<file path="config.mk">
export PLATFORM = sky130hd
export DESIGN_NAME = prim_arb_rsp_steer
export DESIGN_NICKNAME = d
export VERILOG_FILES = /design/src/rtl/prim_arb_rsp_steer.sv
export SDC_FILE = /design/constraint.sdc
export NUM_CORES = 1
export LEC_CHECK = 0
export CAP_MARGIN = 40
export CORE_MARGIN = 5
export CORE_UTILIZATION = 23
export DETAILED_ROUTE_END_ITERATION = 16
export GPL_TIMING_DRIVEN = 0
export PLACE_DENSITY = 0.76
export RECOVER_POWER = 25
export SYNTH_ARGS = -nofsm -noshare
export SYNTH_HDL_FRONTEND = slang
export SYNTH_SLANG_ARGS = --single-unit
</file>
<file path="constraint.sdc">
create_clock -name clk_i -period 4.8 [get_ports clk_i]
set_clock_uncertainty 0.1 [all_clocks]
set_input_delay 1.2 -clock clk_i [delete_from_list [all_inputs] [get_ports clk_i]]
set_output_delay 1.2 -clock clk_i [all_outputs]
set_load 0.02 [all_outputs]
</file>
<file path="src/rtl/prim_arb_rsp_steer.sv">
// Steers in-order sink responses back to the arbiter port that issued each request,
// using a small FIFO of winner indices captured on every accepted request.
module prim_arb_rsp_steer #(
    parameter int unsigned N     = 8,
    parameter int unsigned DW    = 32,
    parameter int unsigned Depth = 4,
    localparam int unsigned IdxW = (N > 1) ? $clog2(N) : 1,
    localparam int unsigned CntW = $clog2(Depth + 1)
) (
    input  logic                   clk_i,
    input  logic                   rst_ni,
    input  logic                   req_valid_i,
    input  logic                   req_ready_i,
    input  logic [IdxW-1:0]        req_idx_i,
    output logic                   req_ready_o,
    input  logic                   rsp_valid_i,
    input  logic [DW-1:0]          rsp_data_i,
    output logic                   rsp_ready_o,
    output logic [N-1:0]           rsp_valid_o,
    output logic [N-1:0][DW-1:0]   rsp_data_o,
    input  logic [N-1:0]           rsp_ready_i,
    output logic [CntW-1:0]        outstanding_o,
    output logic                   full_o,
    output logic                   err_o
);

    localparam int unsigned PtrW = $clog2(Depth);

    logic [Depth-1:0][IdxW-1:0] mem;
    logic [PtrW-1:0]            wptr;
    logic [PtrW-1:0]            rptr;
    logic [CntW-1:0]            cnt;
    logic                       err_q;
    logic                       empty;
    logic                       push;
    logic                       pop;
    logic [IdxW-1:0]            head;
    logic [IdxW-1:0]            wdata;
    logic                       head_ready;

    assign empty = (cnt == '0);
    assign full_o = (cnt == CntW'(Depth));
    assign outstanding_o = cnt;
    assign err_o = err_q;

    // A single-port instance always steers to port 0, whatever the arbiter reports.
    assign wdata = (N == 1) ? '0 : req_idx_i;
    assign head  = (N == 1) ? '0 : mem[rptr];

    assign req_ready_o = req_ready_i & ~full_o;
    assign push        = req_valid_i & req_ready_o;
    assign rsp_ready_o = ~empty & head_ready;
    assign pop         = rsp_valid_i & rsp_ready_o;

    assign rsp_data_o = {N{rsp_data_i}};

    // Decode head index; out-of-range indices select no port.
    always_comb begin
        rsp_valid_o = '0;
        head_ready  = 1'b0;
        for (int unsigned p = 0; p < N; p++) begin
            if (head == IdxW'(p)) begin
                rsp_valid_o[p] = ~empty & rsp_valid_i;
                head_ready     = rsp_ready_i[p];
            end
        end
    end

    // Index FIFO storage, pointers, occupancy and sticky error.
    always_ff @(posedge clk_i or negedge rst_ni) begin
        if (!rst_ni) begin
            mem   <= '0;
            wptr  <= '0;
            rptr  <= '0;
            cnt   <= '0;
            err_q <= 1'b0;
        end else begin
            if (push) begin
                mem[wptr] <= wdata;
                wptr      <= wptr + PtrW'(1);
            end
            if (pop) begin
                rptr <= rptr + PtrW'(1);
            end
            cnt <= cnt + CntW'(push) - CntW'(pop);
            if (rsp_valid_i && empty) begin
                err_q <= 1'b1;
            end
        end
    end

endmodule
</file>
# Word-level counts from Yosys, hierarchy flattened

Index checks and enable logic that the tools add are counted.

Register bits: 20
Output and inout bits: 271

Add/sub/neg operators: 4
Order comparisons: 3
Equality and inequality tests: 8
Multiplexer cells: 21
Bitwise logic cells: 7
Reductions and logical operators: 4

Operators with widths:

| cell                | count |
|---|---|
| $mux 1              | 16 |
| $eq 3x3->1 const B  | 5 |
| $bwmux 12           | 1 |
| $bmux 3 s2          | 1 |
| $demux 3 s2         | 1 |
| $eq 3x2->1 const B  | 2 |
| $logic_not 3->1     | 2 |
| $lt 2x3->1 const B  | 2 |
| $mux 3              | 2 |
| $and 1x1->1         | 5 |
| $add 2x1->2 const B | 2 |
| $add 3x1->3         | 1 |
| $eq 3x1->1 const B  | 1 |
| $sub 3x1->3         | 1 |
| $ge 2x1->1 const B  | 1 |
| $logic_and 1x1->1   | 2 |
| $not 1->1           | 2 |

# Longest topological paths before layout

Depth in word-level cells: 14
Mapped depth: 13
Mapped depth without buffers: 11

# Worst setup path before layout

OpenSTA, ideal clock, no wires.

Path type: in2reg
Start: input port req_ready_i
End: register cnt[2], in the netlist outstanding_o[2]
Setup time: 0.133 ns
Data arrival time: 3.152 ns
Required time: 4.567 ns
Setup slack: 1.414 ns
Stages on the path: 11
Path buffers: 1
Cell sequence: nor2b_1 and2_1 clkbuf_1 inv_1 ha_1 inv_1 ha_1 inv_1 fa_1 xnor2_1 xnor2_1

Longest elaborated chain between the ends: 4

Ends and longest elaborated chain:

| item                 | RTL line | source |
|---|---|---|
| start, declared      | 13       | `input logic req_ready_i,` |
| $and 1x1->1          | 50       | `assign req_ready_o = req_ready_i & ~full_o;` |
| $and 1x1->1          | 51       | `assign push = req_valid_i & req_ready_o;` |
| $add 3x1->3          | 85       | `cnt <= cnt + CntW'(push) - CntW'(pop);` |
| $sub 3x1->3          | 85       |  |
| end signal, assigned | 85       |  |
| end, declared        | 32       | `logic [CntW-1:0] cnt;` |

Every way passes these cells.
A chain may end at the register's enable or synchronous reset.

# Worst setup path in the final report

Start: input port rsp_valid_i
End: output port rsp_valid_o[3]

Longest elaborated chain between the ends: 2

Ends and longest elaborated chain:

| item            | RTL line | source |
|---|---|---|
| start, declared | 16       | `input logic rsp_valid_i,` |
| $and 1x1->1     | 63       | `rsp_valid_o[p] = ~empty & rsp_valid_i;` |
| $mux 1          | 62       | `if (head == IdxW'(p)) begin` |
| end, declared   | 19       | `output logic [N-1:0] rsp_valid_o,` |

Every way passes these cells.

==> impl_metrics.env <==
export IMPL_status="finished, final reports clean"
export IMPL_crit_buf_inv=2
export IMPL_antenna_found_initial=0
export IMPL_drv_slew=0
export IMPL_p_leak_nw=2.91
export IMPL_cts_made_buffers=3
export IMPL_antenna_left=0
export IMPL_drtIter0Drc=33
export IMPL_vias_per_cell=3.39
export IMPL_start_util=0.233
export IMPL_n_antenna_cell=0
export IMPL_grt_max_degree=16
export IMPL_dp_hpwl_um=9450
export IMPL_power_frac_comb=0.715
export IMPL_r2r_start="rptr[0]"
export IMPL_synthToLayoutAreaGrowth_pct=104
export IMPL_max_stage_delay_ns=0.64
export IMPL_synth_seq_cells=20
export IMPL_switchingPower_mw=0.704
export IMPL_rr_worst_depth=13
export IMPL_power_frac_seq=0.180
export IMPL_timing_fmax_mhz=228
export IMPL_num_vias=2769
export IMPL_end_kind="primary output"
export IMPL_hold_class="flip-flop to flip-flop"
export IMPL_ys_types=28
export IMPL_path_max_fanout=4
export IMPL_core_area_um2=13100
export IMPL_cts_setup_buffers=0
export IMPL_cp_slowest_cell="clkdlybuf4s50_1"
export IMPL_first_pass_iters=3
export IMPL_cp_arrival_ns=3.09
export IMPL_wl_um=10500
export IMPL_root_buffer="clkbuf_16"
export IMPL_drc=0
export IMPL_final_net_count=698
export IMPL_layout_setup_ws_ns=0.408
export IMPL_timing_final_crit_share=0.915
export IMPL_crit_required_ns=3.50
export IMPL_p_per_area_nw_per_um2=284
export IMPL_min_path_cells=1
export IMPL_worstSetupPathType="input pin to primary output"
export IMPL_period_needed_ns=4.39
export IMPL_cp_start_kind="input pin"
export IMPL_synth_cells=351
export IMPL_swShare=0.398
export IMPL_postSynthNetCount=406
export IMPL_timing_rr_end="outstanding_o[2]"
export IMPL_cts_max_level=1
export IMPL_grtUsageTotal=0.122
export IMPL_synth_warnings=0
export IMPL_clock_path_buffers=2
export IMPL_ys_seq_area_frac=0.164
export IMPL_cts_sinks=20
export IMPL_nFillCells=1252
export IMPL_internal_power_mw=1.06
export IMPL_clk_pin_slew_worst_paths_ns=0.05
export IMPL_syn_avg_cell_area_um2=8.70
export IMPL_holdCritStartpoint="err_o"
export IMPL_cp_num_cells=5
export IMPL_gp_congestion=0.789
export IMPL_setup_tns_final_ns=0
export IMPL_fp_dieArea_um2=15700
export IMPL_grt_pass1_vias=2595
export IMPL_multi_input_area_um2=581
export IMPL_io_buffers=286
export IMPL_die_width_um=125
export IMPL_drive_above_1_share=0.438
export IMPL_drv_cap=0
export IMPL_rsz0062_at_grt="false"
export IMPL_cts_hold_buf=0
export IMPL_synth_area_um2=3060
export IMPL_regArea_um2=500
export IMPL_clk_latency_ns=0.25
export IMPL_vdd_ir_drop_max_v=0.000313
export IMPL_rows=42
export IMPL_wl_per_cell_um=12.8
export IMPL_hold_end="err_o"
export IMPL_tightest_slew_ns=0.777
export IMPL_tritoncts="built"
export IMPL_critPathTopFamily="buffers and inverters"
export IMPL_place_ws_ns=0.473
export IMPL_clock_power_share=0.105
export IMPL_crit_chain="dlygate4sd3_1 > nor2b_1 > nand2_1 > nor3b_1 > clkdlybuf4s50_1"
export IMPL_post_cts_resized=0
export IMPL_max_slew_margin_rel=0.482
export IMPL_overflow=0
export IMPL_ioPinCount=319
export IMPL_die_h_um=125
export IMPL_hold_viol_final=0
export IMPL_grt_pass1_wl_um=15600
export IMPL_reg2reg_slack_ns=1.63
export IMPL_setup_viol=0
-- cells in the mapped netlist --
master     number  area share
dfrtp_1        20        0.16
mux4_2          3       0.022
buf_6           2      0.0074
inv_1           6      0.0074
mux2i_1         3      0.0098
nand2_1         9       0.011
nor3b_2         1      0.0041
mux2_2         12       0.044
fa_1            1      0.0066
xor2_1          1      0.0029
a2bb2oi_1       1      0.0029
a21o_1          1      0.0025
ha_1            6       0.025
nand2b_1        2      0.0041
or2_1           1      0.0020
nor3b_1         2      0.0049
nor2_1          8      0.0098
xnor2_1         4       0.011
nor2b_1         4      0.0082
and3_4          1      0.0037
o21ai_0         1      0.0016
nand4_1         1      0.0020
mux2_4          1      0.0049
and2_1          1      0.0020
a22oi_2         1      0.0041
clkbuf_1        1      0.0012
nor3_1          1      0.0016
buf_4         256        0.63
-- how the worst max path moves through the flow --
stage	slack, ns	start	to
after CTS	0.44	rsp_valid_i	rsp_valid_o[3]
after global routing	0.24	rsp_valid_i	rsp_valid_o[3]
after floorplan	1.41	req_ready_i	outstanding_o[2]
final	0.41	rsp_valid_i	rsp_valid_o[3]
after global placement	0.47	rsp_valid_i	rsp_valid_o[3]
after detailed placement	0.47	rsp_valid_i	rsp_valid_o[3]
-- metrics by stage --
| stage | total power, mW | cells | utilization | area (um^2) | hold WS (ns) |
|---|---|---|---|---|---|
| global placement | 1.59 | 813 | 0.467 | 6140 | 0.342 |
| finish | 1.77 | 818 | 0.474 | 6230 | 0.365 |
| detailed placement | 1.62 | 814 | 0.468 | 6150 | 0.364 |
| floorplan | 1.14 | 351 | - | 3060 | 0.374 |
| global route | 1.90 | 818 | 0.474 | 6230 | 0.412 |
| CTS | 1.81 | 818 | 0.475 | 6240 | 0.376 |
-- kinds of logic (layout without fill, tap and decap cells) --
kind of cell / after synthesis / count (layout) / synth area share
buffers and inverters: 265 / 556 / 0.645
AND/OR/NAND/NOR: 31 / 31 / 0.0536
flip-flops: 20 / 20 / 0.164
multiplexers: 19 / 19 / 0.0811
adder cells (fa/ha/maj): 7 / 7 / 0.0311
XOR/XNOR: 5 / 5 / 0.0143
AO/OA/AOI/OAI: 4 / 4 / 0.0111
-- registers in the layout, summed over array words and instances (netlist names) --
name           count
err_o              1
wptr               2
rptr               2
outstanding_o      3
mem               12
-- layout make-up --
class | count | share of cell area
Clock buffer | 4 | 0.0143
Sequential cell | 20 | 0.0804
Timing Repair Buffer | 287 | 0.460
Inverter | 6 | 0.00362
Buffer | 259 | 0.313
Tap cell | 176 | 0.0354
Multi-Input combinational cell | 66 | 0.0932
-- cell usage in the layout, fill, tap and decap left out, drive strengths merged, types with 2 or more instances in the layout --
cell type,synthesis,routed
dlygate4sd3,0,42
clkbuf,1,6
nor3b,3,3
nor2b,4,4
nand2,9,9
ha,6,6
nand2b,2,2
nor2,8,8
mux4,3,3
inv,6,6
mux2,13,13
buf,258,258
xnor2,4,4
clkdlybuf4s50,0,244
dfrtp,20,20
mux2i,3,3
-- layer usage --
metal	GRT usage	up-vias	wire, um
li1	-	1414	-
met3	0.0286	14	772
met4	0.0210	0	139
met5	0	-	0
met1	0.117	1222	3450
met2	0.259	119	6110
-- power by group through the flow --
stage                     Combinational [mW]  Clock (mW)  Sequential [mW]
after floorplan                        0.815           0            0.327
after global placement                  1.28           0            0.319
after detailed placement                1.29           0            0.322
after CTS                               1.30       0.190            0.320
after global routing                    1.37       0.196            0.334
final                                   1.26       0.186            0.319
Power figures use the tool's default switching activity.
